File: src/rtl/packet_sender_rr.sv
// Round-robin multi-channel packet sender: streams SRC, DST, SIZE, DATA..., CRC
// from NCH random-access input buffers onto one valid/ready byte link.
module packet_sender_rr #(
    parameter int UWIDTH    = 8,
    parameter int PTR_IN_SZ = 4,
    parameter int SIZE_BITS = 3,
    parameter int NCH       = 2,
    parameter int CH_BITS   = 1
) (
    input  logic                    clk,
    input  logic                    rst,
    input  logic [NCH-1:0]          rempty,
    input  logic [NCH*UWIDTH-1:0]   rdata,
    output logic [NCH-1:0]          rinc,
    output logic [PTR_IN_SZ-1:0]    raddr_in,
    output logic [UWIDTH-1:0]       packet_out,
    output logic                    packet_valid,
    output logic                    packet_sop,
    output logic                    packet_eop,
    output logic [CH_BITS-1:0]      packet_ch,
    input  logic                    packet_ready
);

    localparam logic [0:0] IDLE = 1'b0;
    localparam logic [0:0] SEND = 1'b1;

    logic [0:0]           state_q, state_d;
    logic [PTR_IN_SZ-1:0] raddr_q, raddr_d;
    logic [PTR_IN_SZ-1:0] last_addr_q, last_addr_d;
    logic                 size_seen_q, size_seen_d;
    logic [NCH-1:0]       rinc_q, rinc_d;
    logic [CH_BITS-1:0]   ch_q, ch_d;
    logic [CH_BITS-1:0]   last_grant_q, last_grant_d;

    logic [NCH-1:0]       eligible;
    logic                 grant_found;
    logic [CH_BITS-1:0]   grant;
    logic                 accept;
    logic [SIZE_BITS-1:0] size_low;

    function automatic logic [CH_BITS-1:0] rr_index(input logic [CH_BITS-1:0] base,
                                                    input int unsigned off);
        int unsigned sum;
        sum = (32'(base) + off) % NCH;
        return CH_BITS'(sum);
    endfunction

    assign packet_out   = rdata[ch_q*UWIDTH +: UWIDTH];
    assign packet_valid = (state_q == SEND);
    assign packet_sop   = packet_valid && (raddr_q == '0);
    assign packet_eop   = packet_valid && size_seen_q && (raddr_q == last_addr_q);
    assign packet_ch    = ch_q;
    assign raddr_in     = raddr_q;
    assign rinc         = rinc_q;
    assign accept       = packet_valid && packet_ready;
    assign size_low     = packet_out[SIZE_BITS-1:0];

    // The channel whose packet is being released this cycle is not yet empty
    // in its buffer's view, so it is masked from arbitration.
    always_comb begin
        eligible    = ~rempty & ~rinc_q;
        grant_found = 1'b0;
        grant       = last_grant_q;
        for (int unsigned i = 1; i <= NCH; i++) begin
            if (!grant_found && eligible[rr_index(last_grant_q, i)]) begin
                grant_found = 1'b1;
                grant       = rr_index(last_grant_q, i);
            end
        end
    end

    always_comb begin
        state_d      = state_q;
        raddr_d      = raddr_q;
        last_addr_d  = last_addr_q;
        size_seen_d  = size_seen_q;
        rinc_d       = '0;
        ch_d         = ch_q;
        last_grant_d = last_grant_q;
        case (state_q)
            IDLE: begin
                if (grant_found) begin
                    state_d      = SEND;
                    ch_d         = grant;
                    last_grant_d = grant;
                end
            end
            default: begin
                if (accept) begin
                    raddr_d = raddr_q + PTR_IN_SZ'(1);
                    if (raddr_q == PTR_IN_SZ'(2)) begin
                        last_addr_d = PTR_IN_SZ'(3) + PTR_IN_SZ'(size_low);
                        size_seen_d = 1'b1;
                    end
                    if (packet_eop) begin
                        state_d      = IDLE;
                        raddr_d      = '0;
                        size_seen_d  = 1'b0;
                        rinc_d[ch_q] = 1'b1;
                    end
                end
            end
        endcase
    end

    always_ff @(posedge clk or negedge rst) begin
        if (!rst) begin
            state_q      <= IDLE;
            raddr_q      <= '0;
            last_addr_q  <= '0;
            size_seen_q  <= 1'b0;
            rinc_q       <= '0;
            ch_q         <= '0;
            last_grant_q <= CH_BITS'(NCH - 1);
        end else begin
            state_q      <= state_d;
            raddr_q      <= raddr_d;
            last_addr_q  <= last_addr_d;
            size_seen_q  <= size_seen_d;
            rinc_q       <= rinc_d;
            ch_q         <= ch_d;
            last_grant_q <= last_grant_d;
        end
    end

endmodule

File: config.mk
export PLATFORM = sky130hd
export DESIGN_NAME = packet_sender_rr
export DESIGN_NICKNAME = d
export VERILOG_FILES = /design/src/rtl/packet_sender_rr.sv
export SDC_FILE = /design/constraint.sdc
export NUM_CORES = 1
export LEC_CHECK = 0
export BUFFER_PORTS_ARGS = -buffer_cell sky130_fd_sc_hd__buf_2
export CAP_MARGIN = 20
export CORE_ASPECT_RATIO = 1.4
export CORE_MARGIN = 2
export CORE_UTILIZATION = 45
export DETAILED_ROUTE_END_ITERATION = 12
export GPL_ROUTABILITY_DRIVEN = 0
export GPL_TIMING_DRIVEN = 1
export PLACE_DENSITY = 0.78
export SYNTH_ARGS = -nofsm -noshare
export SYNTH_HDL_FRONTEND = slang
export SYNTH_SLANG_ARGS = --single-unit
File: constraint.sdc
create_clock -name clk -period 1.5 [get_ports clk]
set_input_delay 0.075 -clock clk [delete_from_list [all_inputs] [get_ports clk]]
set_output_delay 0.075 -clock clk [all_outputs]
set_load 0.02 [all_outputs]
==> impl_metrics.csv, run 1 <==
group,metric,value,unit
pwr,p_leak,0.572,nW
layout,layout_commonest_cell,"buf_2",
timing,tightestPinTransition,0.333,ns
clocking,cts_tree,"done",
global_routing,antenna_found_initial,0,
floorplanning,rows,18,
layout,antenna_cells,0,
critical_path,critical_path_arrival,1.39,ns
floorplanning,die_h,54.9,µm
layout,regArea,358,µm²
critical_path,r2r_cells,5,
route,wl_met3,63,µm
route,dr_total_vias,782,
synthesis,ys_seq_area_share,42.3,%
route,firstDrtPassIters,4,
synthesis,synth_seq_cells,14,
layout,fin_nets,156,
synthesis,synth_area_per_cell,10.1,µm²
critical_path,crit_fanout,7,
clocking,clockBufferDepth,2,
synthesis,ys_types,30,
critical_path,critical-path-top-delay-family,"flip-flops",
critical_path,start_kind,"flip-flop",
critical_path,crit_path_start,"raddr_in[1]$_DFFE_PN0P_",
timing,post-route-period-util,97.6,%
layout,multi_input_area,482,µm²
critical_path,rrSetupSlack,0.14,ns
synthesis,synthArstFlopShare,100,%
critical_path,end_kind,"output port",
pwr,p_per_area,1220,nW/µm²
floorplanning,pin_count,39,
critical_path,crit_required,1.42,ns
route,ant_nets,0,
clocking,clockRootBuffer,"clkbuf_4",
timing,timing.final.ws_setup,0.0356,ns
clocking,clk_pin_slew,0.09,ns
synthesis,synth-main-ff-cell,"dfrtp_1",
critical_path,crit_chain,"xnor2_1 > nand3_2 > nor2_4 > buf_2",
layout,instances_no_fill,150,
floorplanning,core-area,1760,µm²
pwr,peakVddDrop,0.000893,V
hold_path,hold_path.class,"in2reg",
synthesis,syn-num-nets,107,
global_routing,grt_max_degree,15,
route,met2_length,1100,µm
timing,max_slew_margin,77.8,%
synthesis,synthCells,82,
synthesis,synth_area_leader_cell,"dfrtp_1",
global_routing,track_usage,20.8,%
clocking,numCtsBuffers,3,
synthesis,netlist_area,832,µm²
pwr,p_total,0.00142,W
layout,final_cell_mix,"38 x buf_2, 8 x o21ai_0, 8 x nand2_1, 8 x dfrtp_1",
route,drt-vias-per-instance,5.21,
synthesis,ys_warn_count,0,
clocking,htreeDepth,1,
place,portBuffers,38,
hold_path,min_from,"packet_ready",
route,drc,0,
synthesis,synth_edf_count,0,
critical_path,slowest_delay,0.46,ns
clocking,clk_latency,0.28,ns
synthesis,synth.top_cells.by_area,"dfrtp_1 39%, mux2_2 8.1%, ha_1 6.0%, xnor2_1 5.3%, o21ai_0 4.8%",
timing,clock_skew,0.00299,ns
layout,syn2layout_area_growth,40.0,%
floorplanning,dieArea,2210,µm²
critical_path,r2r_start,"raddr_in[1]$_DFFE_PN0P_",
route,routedWlPerCell,13.3,µm
flow_run,max_cap_viol_count,0,
place,dp.cells,142,
place,place_ws,0.0910,ns
timing,whs,0.0630,ns
timing,fmax,0.683,GHz
global_routing,overflow,0,
place,dpl.hpwl,1510,µm
timing,hold_violations,0,
status,outcome,"complete, no violations",
critical_path,crit_type,"reg2out",
hold_path,hold_path_depth,2,
floorplanning,initial_core_util,47.4,%
route,postRouteWirelength,2000,µm
layout,drive_gt1_share,54.6,%
global_routing,grt_pass1_wl,3060,µm
timing,layout_min_cycle_time,1.46,ns
layout,fill_cells,137,
floorplanning,die_width,40.3,µm
timing,slew_viol_final,0,
critical_path,cp_slowest_cell,"dfrtp_2",
route,top_layer_used,"met4",
clocking,cts.sinks,14,
global_routing,grt_pass1_vias,710,
critical_path,critPathBufInv,1,
route,met1_length,780,µm
critical_path,worst_r2r_endpoint,"raddr_in[1]$_DFFE_PN0P_",
synthesis,synth_top_area_share,39.1,%
hold_path,hold_path_end,"raddr_in[2]$_DFFE_PN0P_",
timing,setup_viol,0,
route,drtIter0Drc,11,
==> cells in the mapped netlist (2+ instances only) <==
library cell  count
ha_1              4
xnor2_1           5
nand3_1           2
inv_1             5
o21ai_0           8
nand2_1           8
dfrtp_1          13
nor3_1            3
mux2_2            6
a21oi_1           5
nor2_1            3
mux2i_1           2
==> where the power goes <==
part / total, W / switching (W) / internal, W
sequential: 0.000592 / 0.000122 / 0.000469
combinational: 0.000560 / 0.000298 / 0.000262
clock: 0.000273 / 0.000125 / 0.000148
total: 0.00142 / 0.000545 / 0.000879
==> how the worst max path moves through the flow <==
stage | slack (ns) | endpoint | cells past startpoint
global route | -0.007 | packet_eop | 4
CTS | 0.04 | packet_eop | 4
global placement | 0.16 | last_addr_q[1]$_DFFE_PN0P_ | 3
floorplan | 0.05 | last_addr_q[2]$_DFFE_PN0P_ | 5
finish | 0.04 | packet_eop | 4
detailed placement | 0.09 | last_addr_q[2]$_DFFE_PN0P_ | 4
==> through the flow <==
stage	area (µm²)	TNS (ns)	utilization [%]
after floorplan	832	0	-
after global placement	1060	0	60.1
after detailed placement	1060	0	60.1
after CTS	1130	0	64.2
after global routing	1160	-0.00654	66.3
final	1160	0	66.3
==> what timing repair did <==
| item | 4_1_cts | 5_1_grt |
|---|---|---|
| hold buffers | 1 | 0 |
| pin swaps | 1 | 1 |
| hold endpoints to repair | 14 | 0 |
| setup endpoints to repair | 5 | 2 |
| setup buffers | 2 | 1 |
| gates resized for setup | 6 | 4 |
==> flip-flops by register name, summed over array words and instances, names as in the netlist <==
name / flops
packet_ch: 1
size_seen_q: 1
last_addr_q: 4
last_grant_q: 1
rinc: 2
packet_valid: 1
raddr_in: 4
==> cells by family after synthesis <==
| group | synth area share [%] |
|---|---|
| flip-flops | 42.3 |
| adder cells (fa/ha/maj) | 6.02 |
| multiplexers | 13.2 |
| buffers and inverters | 3.91 |
| AND/OR/NAND/NOR | 17.4 |
| AO/OA/AOI/OAI | 11.9 |
| XOR/XNOR | 5.26 |
==> final cells by class <==
| cell class | count | share of cell area [%] |
|---|---|---|
| repair buffers | 45 | 21.1 |
| multi-input cells | 62 | 41.4 |
| flip-flops and latches | 14 | 30.7 |
| well taps | 20 | 2.15 |
| inverters | 5 | 1.61 |
| clock buffers | 4 | 3.11 |
==> routing by layer <==
layer | track usage, % | vias to the layer above
met2 | 35.4 | 19
met3 | 2.44 | 7
li1 | - | 383
met1 | 24.9 | 373
met4 | 10.0 | 0
met5 | 0 | -
No activity file was read; power rests on OpenSTA's default activity.
==> run 2: changes to the inputs <==
--- a/config.mk
+++ b/config.mk
@@ -14,6 +14,7 @@
 export GPL_ROUTABILITY_DRIVEN = 0
 export GPL_TIMING_DRIVEN = 1
 export PLACE_DENSITY = 0.78
+export REMOVE_ABC_BUFFERS = 1
 export SYNTH_ARGS = -nofsm -noshare
 export SYNTH_HDL_FRONTEND = slang
 export SYNTH_SLANG_ARGS = --single-unit
==> run 2 against run 1 <==
Effect of this change: flip-flop and latch count unchanged; final cell count increased by 1.3%; first-iteration DRC count down 18%; total power about the same; global-route usage fell by 0.53 points; clock skew up 0.0030 ns; routed wire length fell by 1.2%; non-clock buffer count up 2; register-to-register slack lost 0.02 ns; utilization up 0.071 points; fmax up 1.1%; largest power group unchanged.
==> impl_metrics.csv, run 2 (synthesis gave the netlist of run 1 again) <==
group,metric,value,unit
pwr,internal_power,0.000888,W
critical_path,slowest_delay,0.46,ns
layout,fin_nets,158,
critical_path,crit_fanout,6,
critical_path,crit_chain,"xnor2_2 > nand3_2 > nor2_4 > buf_2",
timing,setup_viol,0,
pwr,power.share.combinational,39.3,%
flow_run,max_cap_viol_count,0,
route,routedWlPerCell,13.0,µm
pwr,switching_share,37.7,%
place,place_ws,0.125,ns
floorplanning,die_h,54.9,µm
floorplanning,rows,18,
place,portBuffers,38,
pwr,p_per_area,1220,nW/µm²
global_routing,grt_pass1_wl,3000,µm
pwr,peakVddDrop,0.000923,V
route,drt-vias-per-instance,5.32,
clocking,clk_latency,0.29,ns
pwr,p_leak,0.601,nW
floorplanning,die_width,40.3,µm
critical_path,end_kind,"output port",
floorplanning,dieArea,2210,µm²
clocking,clockRootBuffer,"clkbuf_4",
pwr,p_total,0.00142,W
route,firstDrtPassIters,4,
critical_path,crit_required,1.42,ns
global_routing,antenna_found_initial,0,
timing,tightestPinTransition,0.334,ns
critical_path,critical-path-top-delay-family,"flip-flops",
clocking,cts_tree,"done",
layout,antenna_cells,0,
critical_path,crit_type,"reg2out",
clocking,numCtsBuffers,3,
route,drtIter0Drc,9,
place,dpl.hpwl,1530,µm
route,ant_nets,0,
layout,final_cell_mix,"38 x buf_2, 8 x o21ai_0, 8 x nand2_1, 8 x dfrtp_1, 8 x buf_4",
route,dr_total_vias,809,
critical_path,start_kind,"flip-flop",
layout,layout_commonest_cell,"buf_2",
timing,timing.final.ws_setup,0.0522,ns
critical_path,critical_path_arrival,1.37,ns
global_routing,track_usage,20.3,%
floorplanning,pin_count,39,
timing,post-route-period-util,96.5,%
timing,fmax,0.691,GHz
status,outcome,"complete, no violations",
global_routing,grt_pass1_vias,730,
timing,hold_violations,0,
place,dp.cells,142,
clocking,htreeDepth,1,
pwr,power_frac_seq,41.2,%
clocking,clockBufferDepth,2,
layout,syn2layout_area_growth,40.2,%
pwr,clockPowerShare,19.6,%
hold_path,hold_path.class,"in2reg",
timing,layout_min_cycle_time,1.45,ns
pwr,p_switching,0.000536,W
layout,instances_no_fill,152,
timing,timing.setup.tns,0,ns
critical_path,cp_slowest_cell,"dfrtp_2",
timing,clock_skew,0.00598,ns
timing,slew_viol_final,0,
layout,drive_gt1_share,54.5,%
clocking,cts.sinks,14,
global_routing,grt_max_degree,15,
critical_path,critPathBufInv,1,
route,postRouteWirelength,1970,µm
route,drc,0,
floorplanning,core-area,1760,µm²
global_routing,overflow,0,
floorplanning,initial_core_util,47.4,%
clocking,clk_pin_slew,0.09,ns
timing,max_slew_margin,77.8,%
==> run 2: changes by cell type in the layout (fill, tap and decap cells not counted), sizes merged <==
cell / delta
buf: +2
==> run 2: final cells by class <==
class | count | area, µm²
clock buffer | 4 | 36.3
fill | 149 | 591
inverter | 5 | 18.8
multi-input combinational | 62 | 468
sequential | 14 | 358
tap | 20 | 25.0
timing repair buffer | 47 | 260
==> run 2: layer usage <==
layer	up-vias	track usage (%)	part of all wire (%)
met5	-	0	0
met4	0	10.0	2.0
met3	5	2.44	3.9
met2	21	38.4	57
met1	395	20.4	37
li1	388	-	-
==> run 2: power by group through the flow <==
| stage | registers (W) | logic (W) | clock network (W) |
|---|---|---|---|
| finish | 0.000586 | 0.000559 | 0.000279 |
| global route | 0.000602 | 0.000611 | 0.000295 |
| CTS | 0.000570 | 0.000520 | 0.000277 |
| detailed placement | 0.000577 | 0.000500 | 0 |
| global placement | 0.000573 | 0.000479 | 0 |
| floorplan | 0.000606 | 0.000292 | 0 |
==> run 2: path summary, 6_finish.rpt <==
path,start,endpoint,cells past startpoint,slack (ns)
max,raddr_in[0]$_DFFE_PN0P_,packet_eop,4,0.05
min,packet_ready,size_seen_q$_DFFE_PN0P_,2,0.06
max reg2reg,raddr_in[0]$_DFFE_PN0P_,last_addr_q[3]$_DFFE_PN0P_,5,0.12
min reg2reg,last_addr_q[1]$_DFFE_PN0P_,last_addr_q[1]$_DFFE_PN0P_,2,0.52
max in group asynchronous,rst,last_grant_q$_DFFE_PN1P_,2,1.03
min in group asynchronous,rst,last_addr_q[2]$_DFFE_PN0P_,2,0.19
==> run 2: what timing repair did <==
action,4_1_cts,5_1_grt
setup endpoints to repair,6,2
buffers inserted,2,3
hold buffers,1,0
endpoints found under the hold margin,14,0
pin swaps,1,1
resized for setup,3,5
==> run 2: worst reg2reg max path: stages, from the launching register on <==
cell and delay, ns:
dfrtp_2 0.46, inv_1 0.11, ha_1 0.18, nand4_2 0.20, a211oi_1 0.28, a21o_1 0.10
==> run 2: stage by stage <==
step | util, % | instance area, µm² | hold slack (ns)
detailed placement | 60.1 | 1060 | -0.0182
floorplan | - | 818 | -0.221
finish | 66.4 | 1170 | 0.0566
global placement | 60.1 | 1060 | -0.0191
CTS | 64.0 | 1120 | 0.0614
global route | 66.4 | 1170 | 0.0681
==> run 3: changes to the inputs <==
--- a/config.mk
+++ b/config.mk
@@ -7,13 +7,15 @@
 export LEC_CHECK = 0
 export BUFFER_PORTS_ARGS = -buffer_cell sky130_fd_sc_hd__buf_2
 export CAP_MARGIN = 20
+export CELL_PAD_IN_SITES_DETAIL_PLACEMENT = 0
+export CELL_PAD_IN_SITES_GLOBAL_PLACEMENT = 1
 export CORE_ASPECT_RATIO = 1.4
-export CORE_MARGIN = 2
-export CORE_UTILIZATION = 45
+export CORE_UTILIZATION = 33
+export CTS_CLUSTER_SIZE = 28
 export DETAILED_ROUTE_END_ITERATION = 12
 export GPL_ROUTABILITY_DRIVEN = 0
 export GPL_TIMING_DRIVEN = 1
-export PLACE_DENSITY = 0.78
+export PLACE_DENSITY_LB_ADDON = 0.1
 export REMOVE_ABC_BUFFERS = 1
 export SYNTH_ARGS = -nofsm -noshare
 export SYNTH_HDL_FRONTEND = slang
==> run 3 against run 2 <==
Effect of this change: via count is 4.7% lower; highest routed layer unchanged; total power is 0.65% lower; count of clock-buffer cells in the layout stayed put; worst setup slack better by 0.028 ns; combinational power is 2% higher; clock skew is 0.0037 ns lower; worst hold slack better by 0.0086 ns; critical endpoint unchanged; sequential power is 2% lower; clock power is 3% lower; first-iteration DRC count is 22% higher; fmax is 2.0% higher; register-to-register slack better by 0.06 ns; largest power group unchanged.
==> impl_metrics.csv, run 3 (synthesis gave the netlist of run 1 again) <==
group,metric,value,unit
critical_path,critPathBufInv,1,
timing,post-route-period-util,94.7,%
critical_path,r2r_cells,5,
global_routing,grt_max_degree,15,
timing,max_slew_margin,79.4,%
route,drt-vias-per-instance,4.64,
floorplanning,pin_count,39,
place,dpl.hpwl,1480,µm
route,ant_nets,0,
route,firstDrtPassIters,4,
layout,drive_gt1_share,53.0,%
timing,layout_min_cycle_time,1.42,ns
pwr,p_leak,0.600,nW
critical_path,cp_slowest_cell,"dfrtp_2",
place,portBuffers,38,
route,postRouteWirelength,1840,µm
hold_path,hold_path_depth,2,
clocking,clockRootBuffer,"clkbuf_4",
clocking,cts.sinks,14,
clocking,clockBufferDepth,2,
layout,final_cell_mix,"37 x buf_2, 10 x dfrtp_1, 8 x o21ai_0, 8 x nand2_1, 8 x buf_4",
layout,antenna_cells,0,
critical_path,critical_path_arrival,1.35,ns
timing,slew_viol_final,0,
critical_path,crit_chain,"xnor2_1 > nand3_2 > nor2_4 > buf_4",
flow_run,max_cap_viol_count,0,
pwr,peakVddDrop,0.000636,V
floorplanning,core-area,2390,µm²
floorplanning,initial_core_util,34.8,%
global_routing,overflow,0,
critical_path,crit_required,1.42,ns
critical_path,r2r_start,"raddr_in[0]$_DFFE_PN0P_",
clocking,htreeDepth,1,
layout,fill_cells,242,
global_routing,grt_pass1_vias,738,
layout,layout_commonest_cell,"buf_2",
timing,clock_skew,0.00225,ns
timing,setup_viol,0,
timing,tightestPinTransition,0.309,ns
pwr,power_frac_seq,40.5,%
critical_path,start_kind,"flip-flop",
route,routedWlPerCell,11.1,µm
route,drtIter0Drc,11,
floorplanning,die_width,44.4,µm
floorplanning,dieArea,2730,µm²
timing,whs,0.0652,ns
floorplanning,die_h,61.4,µm
floorplanning,rows,21,
pwr,switching_share,36.9,%
critical_path,crit_fanout,7,
status,outcome,"complete, no violations",
pwr,internal_power,0.000892,W
critical_path,critical-path-top-delay-family,"flip-flops",
critical_path,rrSetupSlack,0.18,ns
pwr,p_switching,0.000522,W
route,drc,0,
clocking,clk_pin_slew,0.09,ns
critical_path,crit_type,"reg2out",
critical_path,worst_r2r_endpoint,"last_addr_q[3]$_DFFE_PN0P_",
layout,fin_nets,158,
clocking,clk_latency,0.28,ns
clocking,numCtsBuffers,3,
timing,rsz0062_at_grt,"false",
global_routing,track_usage,15.9,%
pwr,p_per_area,1190,nW/µm²
timing,fmax,0.704,GHz
global_routing,grt_pass1_wl,3150,µm
pwr,clockPowerShare,19.2,%
global_routing,antenna_found_initial,0,
route,dr_total_vias,771,
hold_path,hold_path.class,"in2reg",
hold_path,min_from,"packet_ready",
timing,timing.setup.tns,0,ns
layout,syn2layout_area_growth,42.7,%
hold_path,hold_path_end,"raddr_in[2]$_DFFE_PN0P_",
clocking,cts_tree,"done",
critical_path,end_kind,"output port",
pwr,power.share.combinational,40.3,%
timing,hold_violations,0,
critical_path,slowest_delay,0.46,ns
## run 3: changes by cell type in the layout (fill, tap and decap cells not counted)
cell	before	now
dfrtp_1	8	10
dfrtp_2	5	3
buf_2	38	37
buf_6	0	1
## run 3: timing repair
| item | CTS | global route |
|---|---|---|
| cloned | 0 | 0 |
| pin swaps | 1 | 1 |
| endpoints found under the hold margin | 14 | 0 |
| setup buffers | 2 | 1 |
| endpoints found under the setup margin | 6 | 5 |
| hold buffers | 1 | 0 |
| resized for setup | 4 | 4 |
## run 3: per-layer routing
metal,routed length (µm),GRT usage (%)
met5,0,0
met4,23,7.79
met1,790,18.3
met3,39,1.76
met2,991,28.8
## run 3: power groups by stage
stage	combinational, W	clock, W	sequential, W
2_1_floorplan	0.000292	0	0.000606
3_3_place_gp	0.000527	0	0.000563
3_5_place_dp	0.000530	0	0.000567
4_1_cts	0.000545	0.000286	0.000564
5_1_grt	0.000633	0.000301	0.000587
6_report	0.000570	0.000271	0.000573
## run 3: per-stage QoR
step                cells  setup WS, ns  utilization [%]  total power, W  area, µm²
floorplan              81       0.00788                -        0.000898        818
CTS                   165        0.0171             48.5         0.00139       1160
finish                166        0.0800             49.7         0.00141       1190
global placement      158         0.189             45.5         0.00109       1090
detailed placement    158         0.183             45.5         0.00110       1090
global route          166       0.00508             49.7         0.00152       1190
## run 3: area by class of cell
cell class | instances | area [µm²] | area share (%)
clock buffer | 4 | 36.3 | 3.06
sequential | 14 | 355 | 29.9
tap | 34 | 42.5 | 3.58
timing repair buffer | 47 | 267 | 22.4
multi-input combinational | 62 | 468 | 39.4
inverter | 5 | 18.8 | 1.58
## run 3: worst max path at each step
stage,to,slack [ns],from,cells after the start
finish,packet_eop,0.08,raddr_in[1]$_DFFE_PN0P_,4
global route,packet_out[4],0.005,packet_ch$_DFFE_PN0P_,3
CTS,packet_eop,0.02,last_addr_q[0]$_DFFE_PN0P_,4
detailed placement,last_addr_q[2]$_DFFE_PN0P_,0.18,packet_ch$_DFFE_PN0P_,4
global placement,last_addr_q[2]$_DFFE_PN0P_,0.19,packet_ch$_DFFE_PN0P_,4
floorplan,last_addr_q[2]$_DFFE_PN0P_,0.008,packet_ch$_DFFE_PN0P_,4
